==> config.mk <==
export PLATFORM = sky130hd
export DESIGN_NAME = ram_lsu
export DESIGN_NICKNAME = d
export VERILOG_FILES = /design/src/rtl/ram_lsu_pkg.sv /design/src/rtl/ram_lsu_load_extend.sv /design/src/rtl/ram_lsu.sv
export SDC_FILE = /design/constraint.sdc
export NUM_CORES = 1
export LEC_CHECK = 0
export CORE_ASPECT_RATIO = 1.25
export CORE_MARGIN = 1
export CORE_UTILIZATION = 43
export CTS_BUF_LIST = sky130_fd_sc_hd__clkbuf_4 sky130_fd_sc_hd__clkbuf_8
export DETAILED_ROUTE_END_ITERATION = 8
export PLACE_DENSITY = 0.78
export SLEW_MARGIN = 15
export SYNTH_ARGS = -nofsm -noshare
export SYNTH_HDL_FRONTEND = slang
export SYNTH_SLANG_ARGS = --single-unit
==> constraint.sdc <==
create_clock -name clk -period 4.25 [get_ports clk]
set_input_delay 0.85 -clock clk [delete_from_list [all_inputs] [get_ports clk]]
set_output_delay 0.85 -clock clk [all_outputs]
set_load 0.1 [all_outputs]
==> src/rtl/ram_lsu_pkg.sv <==
// Shared encodings for the load/store unit: RV32I funct3 codes, ram mem_ctrl codes, FSM states.
// Latency: n/a (declarations and one combinational helper).
// Backpressure: n/a.
package ram_lsu_pkg;

   // ram mem_ctrl write-width codes; the values line up with funct3[1:0].
   localparam logic [1:0] STORE_B  = 2'b00;
   localparam logic [1:0] STORE_HW = 2'b01;
   localparam logic [1:0] STORE_W  = 2'b10;

   // RV32I load funct3
   localparam logic [2:0] F3_LB  = 3'b000;
   localparam logic [2:0] F3_LH  = 3'b001;
   localparam logic [2:0] F3_LW  = 3'b010;
   localparam logic [2:0] F3_LBU = 3'b100;
   localparam logic [2:0] F3_LHU = 3'b101;

   // RV32I store funct3
   localparam logic [2:0] F3_SB  = 3'b000;
   localparam logic [2:0] F3_SH  = 3'b001;
   localparam logic [2:0] F3_SW  = 3'b010;

   typedef enum logic [1:0] {
      IDLE  = 2'd0,
      ISSUE = 2'd1,
      WAIT  = 2'd2,
      RESP  = 2'd3
   } lsu_state_t;

   // Illegal funct3 or misaligned access; the range check lives in the top
   // because it depends on the ram depth parameter.
   function automatic logic access_err(input logic       we,
                                       input logic [2:0] funct3,
                                       input logic [1:0] addr_lo);
      logic bad_f3;
      logic misalign;
      if (we)
         bad_f3 = funct3[2] | (funct3[1:0] == 2'b11);
      else
         bad_f3 = (funct3 == 3'b011) | (funct3 == 3'b110) | (funct3 == 3'b111);
      misalign = ((funct3[1:0] == 2'b01) & addr_lo[0]) |
                 ((funct3[1:0] == 2'b10) & (addr_lo != 2'b00));
      return bad_f3 | misalign;
   endfunction

endpackage

==> src/rtl/ram_lsu_load_extend.sv <==
// Load data extractor: picks the byte/halfword/word from a ram word and sign/zero extends it.
// Latency: purely combinational.
// Backpressure: none.
// Ports: funct3 (load type), offset (addr[1:0]), word (raw ram word), result (extended data).
module load_extend
   import ram_lsu_pkg::*;
(
   input  logic [2:0]  funct3,
   input  logic [1:0]  offset,
   input  logic [31:0] word,
   output logic [31:0] result
);

   logic [7:0]  byte_sel;
   logic [15:0] half_sel;

   always_comb begin
      byte_sel = 8'd0;
      half_sel = 16'd0;
      result   = 32'd0;

      case (offset)
         2'd0:    byte_sel = word[7:0];
         2'd1:    byte_sel = word[15:8];
         2'd2:    byte_sel = word[23:16];
         default: byte_sel = word[31:24];
      endcase

      // Halfword accesses are already known aligned, so offset[1] alone picks the half.
      half_sel = offset[1] ? word[31:16] : word[15:0];

      case (funct3)
         F3_LB:   result = {{24{byte_sel[7]}}, byte_sel};
         F3_LBU:  result = {24'd0, byte_sel};
         F3_LH:   result = {{16{half_sel[15]}}, half_sel};
         F3_LHU:  result = {16'd0, half_sel};
         F3_LW:   result = word;
         default: result = 32'd0;
      endcase
   end

endmodule

==> src/rtl/ram_lsu.sv <==
// Load/store initiator between the core memory stage and the ram (registered-read data memory).
// Latency: accept to rsp_valid -- load 3 cycles, store 2, error 1; one request in flight.
// Backpressure: req_ready only in IDLE; the response is held stable until rsp_ready.
// Ports: clk/rst; req_* request handshake; rsp_* response handshake; mem_* ram port.
module ram_lsu
   import ram_lsu_pkg::*;
#(
   parameter int N = 8
) (
   input  logic        clk,
   input  logic        rst,
   input  logic        req_valid,
   output logic        req_ready,
   input  logic        req_we,
   input  logic [2:0]  req_funct3,
   input  logic [31:0] req_addr,
   input  logic [31:0] req_wdata,
   output logic        rsp_valid,
   input  logic        rsp_ready,
   output logic [31:0] rsp_rdata,
   output logic        rsp_err,
   output logic        mem_we,
   output logic [1:0]  mem_ctrl,
   output logic [31:0] mem_addr,
   output logic [31:0] mem_wdata,
   input  logic [31:0] mem_rdata
);

   lsu_state_t  state, state_nxt;
   logic        we_q, we_nxt;
   logic [2:0]  f3_q, f3_nxt;
   logic        rsp_valid_nxt, rsp_err_nxt, mem_we_nxt;
   logic [31:0] rsp_rdata_nxt, mem_addr_nxt, mem_wdata_nxt;
   logic [1:0]  mem_ctrl_nxt;
   logic [31:0] load_word;
   logic [29:0] word_idx;
   logic        req_bad;

   assign req_ready = (state == IDLE);
   assign word_idx  = req_addr[31:2];
   assign req_bad   = access_err(req_we, req_funct3, req_addr[1:0]) |
                      ((word_idx >> N) != 30'd0);

   // mem_addr is still the load address during WAIT, so its low bits give the lane.
   load_extend u_load_extend (
      .funct3 (f3_q),
      .offset (mem_addr[1:0]),
      .word   (mem_rdata),
      .result (load_word)
   );

   always_comb begin
      state_nxt     = state;
      we_nxt        = we_q;
      f3_nxt        = f3_q;
      rsp_valid_nxt = rsp_valid;
      rsp_err_nxt   = rsp_err;
      rsp_rdata_nxt = rsp_rdata;
      mem_we_nxt    = 1'b0;
      mem_ctrl_nxt  = mem_ctrl;
      mem_addr_nxt  = mem_addr;
      mem_wdata_nxt = mem_wdata;

      case (state)
         IDLE: begin
            if (req_valid) begin
               we_nxt = req_we;
               f3_nxt = req_funct3;
               if (req_bad) begin
                  // Rejected without touching the ram port.
                  state_nxt     = RESP;
                  rsp_valid_nxt = 1'b1;
                  rsp_err_nxt   = 1'b1;
                  rsp_rdata_nxt = 32'd0;
               end else begin
                  state_nxt     = ISSUE;
                  mem_we_nxt    = req_we;
                  mem_addr_nxt  = req_addr;
                  mem_wdata_nxt = req_wdata;
                  case (req_funct3[1:0])
                     2'b00:   mem_ctrl_nxt = STORE_B;
                     2'b01:   mem_ctrl_nxt = STORE_HW;
                     default: mem_ctrl_nxt = STORE_W;
                  endcase
               end
            end
         end
         ISSUE: begin
            if (we_q) begin
               state_nxt     = RESP;
               rsp_valid_nxt = 1'b1;
               rsp_err_nxt   = 1'b0;
               rsp_rdata_nxt = 32'd0;
            end else begin
               state_nxt = WAIT;
            end
         end
         WAIT: begin
            state_nxt     = RESP;
            rsp_valid_nxt = 1'b1;
            rsp_err_nxt   = 1'b0;
            rsp_rdata_nxt = load_word;
         end
         default: begin
            if (rsp_ready) begin
               state_nxt     = IDLE;
               rsp_valid_nxt = 1'b0;
               rsp_err_nxt   = 1'b0;
               rsp_rdata_nxt = 32'd0;
            end
         end
      endcase
   end

   always_ff @(posedge clk or posedge rst) begin
      if (rst) begin
         state     <= IDLE;
         we_q      <= 1'b0;
         f3_q      <= 3'd0;
         rsp_valid <= 1'b0;
         rsp_err   <= 1'b0;
         rsp_rdata <= 32'd0;
         mem_we    <= 1'b0;
         mem_ctrl  <= STORE_W;
         mem_addr  <= 32'd0;
         mem_wdata <= 32'd0;
      end else begin
         state     <= state_nxt;
         we_q      <= we_nxt;
         f3_q      <= f3_nxt;
         rsp_valid <= rsp_valid_nxt;
         rsp_err   <= rsp_err_nxt;
         rsp_rdata <= rsp_rdata_nxt;
         mem_we    <= mem_we_nxt;
         mem_ctrl  <= mem_ctrl_nxt;
         mem_addr  <= mem_addr_nxt;
         mem_wdata <= mem_wdata_nxt;
      end
   end

endmodule

==> results.md <==
* Worst slew margin at 20.8%
* Worst-Margin Slew at 1190 ps
* Finished Core Util at roughly 65%
* Leak Pwr at about 0.0032 uW
* RSZ-0062 raised after global routing: no
* Synth Warn # at 0
* ANT cells at 0
* Final wirelength at 13100 um
* Area grow syn2layout at 47.5%
* Chip Height at approximately 120 um
* Share of layout cells above drive strength 1 at 18.9%
* Sw Share at 47.9%
* Share of the synthesized area in the top cell type at 53.8%
* Avg WL per Cell at around 18 um
* Cells after Synth at about 400
* Layout Nets at 702
* Cell area power density at 575 mW/mm^2
* Number of global-route vias before repair at 4093
* Cell row count at 43
* Kind of critical path: register to primary output
* Worst setup path endpoint: req_ready
* Post-Syn Nets at 506
* Asr flop ratio synth at 100%
* Synthesized flop and latch total at 107
* DR iter-0 viols at 116
* Vias/cell at 5.27
* Final Cycle Share at between 70% and 80%
* CTS Buf Count at 9
* Comb power frac at 52.5%
* Share of power burned in registers at a little under a third
* Crit end category: primary output
* Mean Syn Cell Area at 12.4 um^2
* Clock Skews at 9.27 ps
* Fmax at just under 300 MHz
* DRT antenna net count at 0
* Worst EP required at 3400 ps
* CTS tree: yes
* Crit path launch type: register
* Final routed DRC violation total at 18
* Remaining Overflow, GRT at 0
* R2r startpoint: state[1]
* WHS at between 500 and 600 ps
* Switching pwr at 2000 uW
* Die X at 97.8 um
* R2r setup slk at 1390 ps
* Drt pass-1 iters at 7
* Arrival @ worst endpoint at 2550 ps
* Die Footprint at 0.0119 mm^2
* Total track usage at 22.2%
* R2R Path End: rsp_rdata[2]
* CTS resizes at 0
* Filler cells at between 800 and 900
* Count leader, synth: dfrtp_1
* Starting density of the core at 44.3%
* Synth cell types at 39
* Final Power at 4180 uW
* Post-CTS Setup Bufs at 0
* Total number of vias at 3864
* Final setup vio count at 0
* Clock-pin slew on the worst setup and hold paths at 100 ps
* Max_cap viols at 0
* # clock sinks at ~110
* VDD IR-drop max at 0.000287 V
* FF-to-FF path depth at 8
* Internal at 2180 uW
* Post-DP HPWL at 9610 um
* Register area at between 0.002 and 0.003 mm^2
* Post-route minimum period at around 3400 ps
* CTS Root Cell: clkbuf_8
* I/O Buffers at 205
* Dominant synthesized flop cell: dfrtp_1
* Sequential fraction of the synthesis area at 54.3%
* Max-slew violations at 0
* Maximum number of pins on one net before global-route repair at 69
* Setup Total Neg Slack at 0 ps
* First-pass GRT wire length at 20700 um
* Worst Setup SP: state[1]
* Top cells by count, synth: dfrtp_1 (106), mux2_2 (81), a21oi_1 (33)
* Number of H-tree levels at 3
* IO Count at 206
* Initial antenna violation count at 0
* Post-synth EDFFs at 0
* Clock share of power at 16.3%
* Hold Path Class: register to register
* Clock Path Buffers at 2
* Largest area contributor in the netlist: dfrtp_1
* Routability Congestion at 0.816
* Placed cells at between 700 and 800
* Final Hold Vio Count at 0
* Synthesized cell area at 0.00493 mm^2
* Area contributors post-synth: dfrtp_1 (54%), mux2_2 (19%), a21oi_1 (3.4%), nor2b_1 (3.0%), mux2_1 (2.7%)
* Core Area at between 0.01 and 0.015 mm^2
* Failing checks: design-rule violations
* CTS Hold Buffers Added at 0
* Outcome: finished, violations left
* Crit path max fanout at 8
* Clk Latency, worst-skew pair at ~360 ps
* Final std cells w/o fill at 733
* Area occupied by multi-input gates at 0.00208 mm^2
[registers in the layout, summed over array words and instances, names as in the netlist]
| signal | flops |
|---|---|
| mem_wdata | 32 |
| we_q | 1 |
| mem_addr | 32 |
| f3_q | 3 |
| rsp_valid | 1 |
| rsp_err | 1 |
| rsp_rdata | 32 |
| mem_we | 1 |
| state | 2 |
| mem_ctrl | 2 |
[worst min-delay path by stage]
stage	startpoint	endpoint	slack [ps]	cells after the start
floorplan	we_q	we_q	530	1
global placement	rsp_rdata[6]	rsp_rdata[6]	470	1
detailed placement	rsp_rdata[29]	rsp_rdata[29]	480	1
CTS	rsp_rdata[29]	rsp_rdata[29]	510	1
global route	mem_wdata[14]	mem_wdata[14]	520	1
finish	rsp_rdata[7]	rsp_rdata[7]	500	1
[cells by family (layout without fill, tap and decap cells)]
| family | Yosys count | count (layout) | share of synthesized area (%) |
|---|---|---|---|
| flip-flops | 107 | 107 | 54.3 |
| multiplexers | 97 | 97 | 22.2 |
| AND/OR/NAND/NOR | 86 | 86 | 9.14 |
| AO/OA/AOI/OAI | 70 | 70 | 9.39 |
| buffers and inverters | 32 | 233 | 3.71 |
| adder cells (fa/ha/maj) | 5 | 5 | 1.27 |
[stage by stage]
step | worst slack, ps | instance area [um^2]
3_5_place_dp | 819 | 7050
6_report | 853 | 7270
5_1_grt | 748 | 7270
3_3_place_gp | 945 | 7050
2_1_floorplan | 584 | 4930
4_1_cts | 843 | 7270
[worst max-delay path: stages (launching register included)]
cell	delay, ps
dfrtp_1	430
inv_1	130
ha_1	400
clkdlybuf4s50_1	1220
[cell type report]
class,instances,area share (%)
clock buffer,10,1.81
clock inverter,6,1.22
inverter,8,0.447
multi-input combinational,258,28.6
sequential,107,36.8
tap,135,2.32
timing repair buffer,209,28.8
[routing by layer]
metal | wire length [um] | vias up | global-route usage (%) | part of all wire [%]
met4 | 249 | 0 | 7.29 | 1.9
met1 | 5190 | 1883 | 25.9 | 40
met3 | 1280 | 18 | 8.61 | 9.8
met5 | 0 | - | 0 | 0
met2 | 6350 | 170 | 37.5 | 49
li1 | - | 1793 | - | -
[layout by cell type, fill, tap and decap left out, drive strengths merged, types with 2 or more instances in the layout]
cell type,count
mux2,94
a21oi,34
nor3,2
nand2b,2
nand2,22
clkdlybuf4s50,204
inv,9
buf,5
bufinv,2
clkinvlp,2
or3,6
nor2b,24
nor2,20
mux2i,3
nor4,6
clkbuf,10
a22oi,14
a211o,2
a211oi,2
o21ai,7
dfrtp,106
o211ai,2
ha,5
o31ai,6
[power by group through the flow]
stage / combinational [uW] / clock, uW / sequential [uW]
2_1_floorplan: 796 / 0 / 2180
3_3_place_gp: 2160 / 0 / 1320
3_5_place_dp: 2190 / 0 / 1320
4_1_cts: 2200 / 700 / 1300
5_1_grt: 2290 / 737 / 1330
6_report: 2200 / 682 / 1300
No activity file was read; power rests on OpenSTA's default activity.
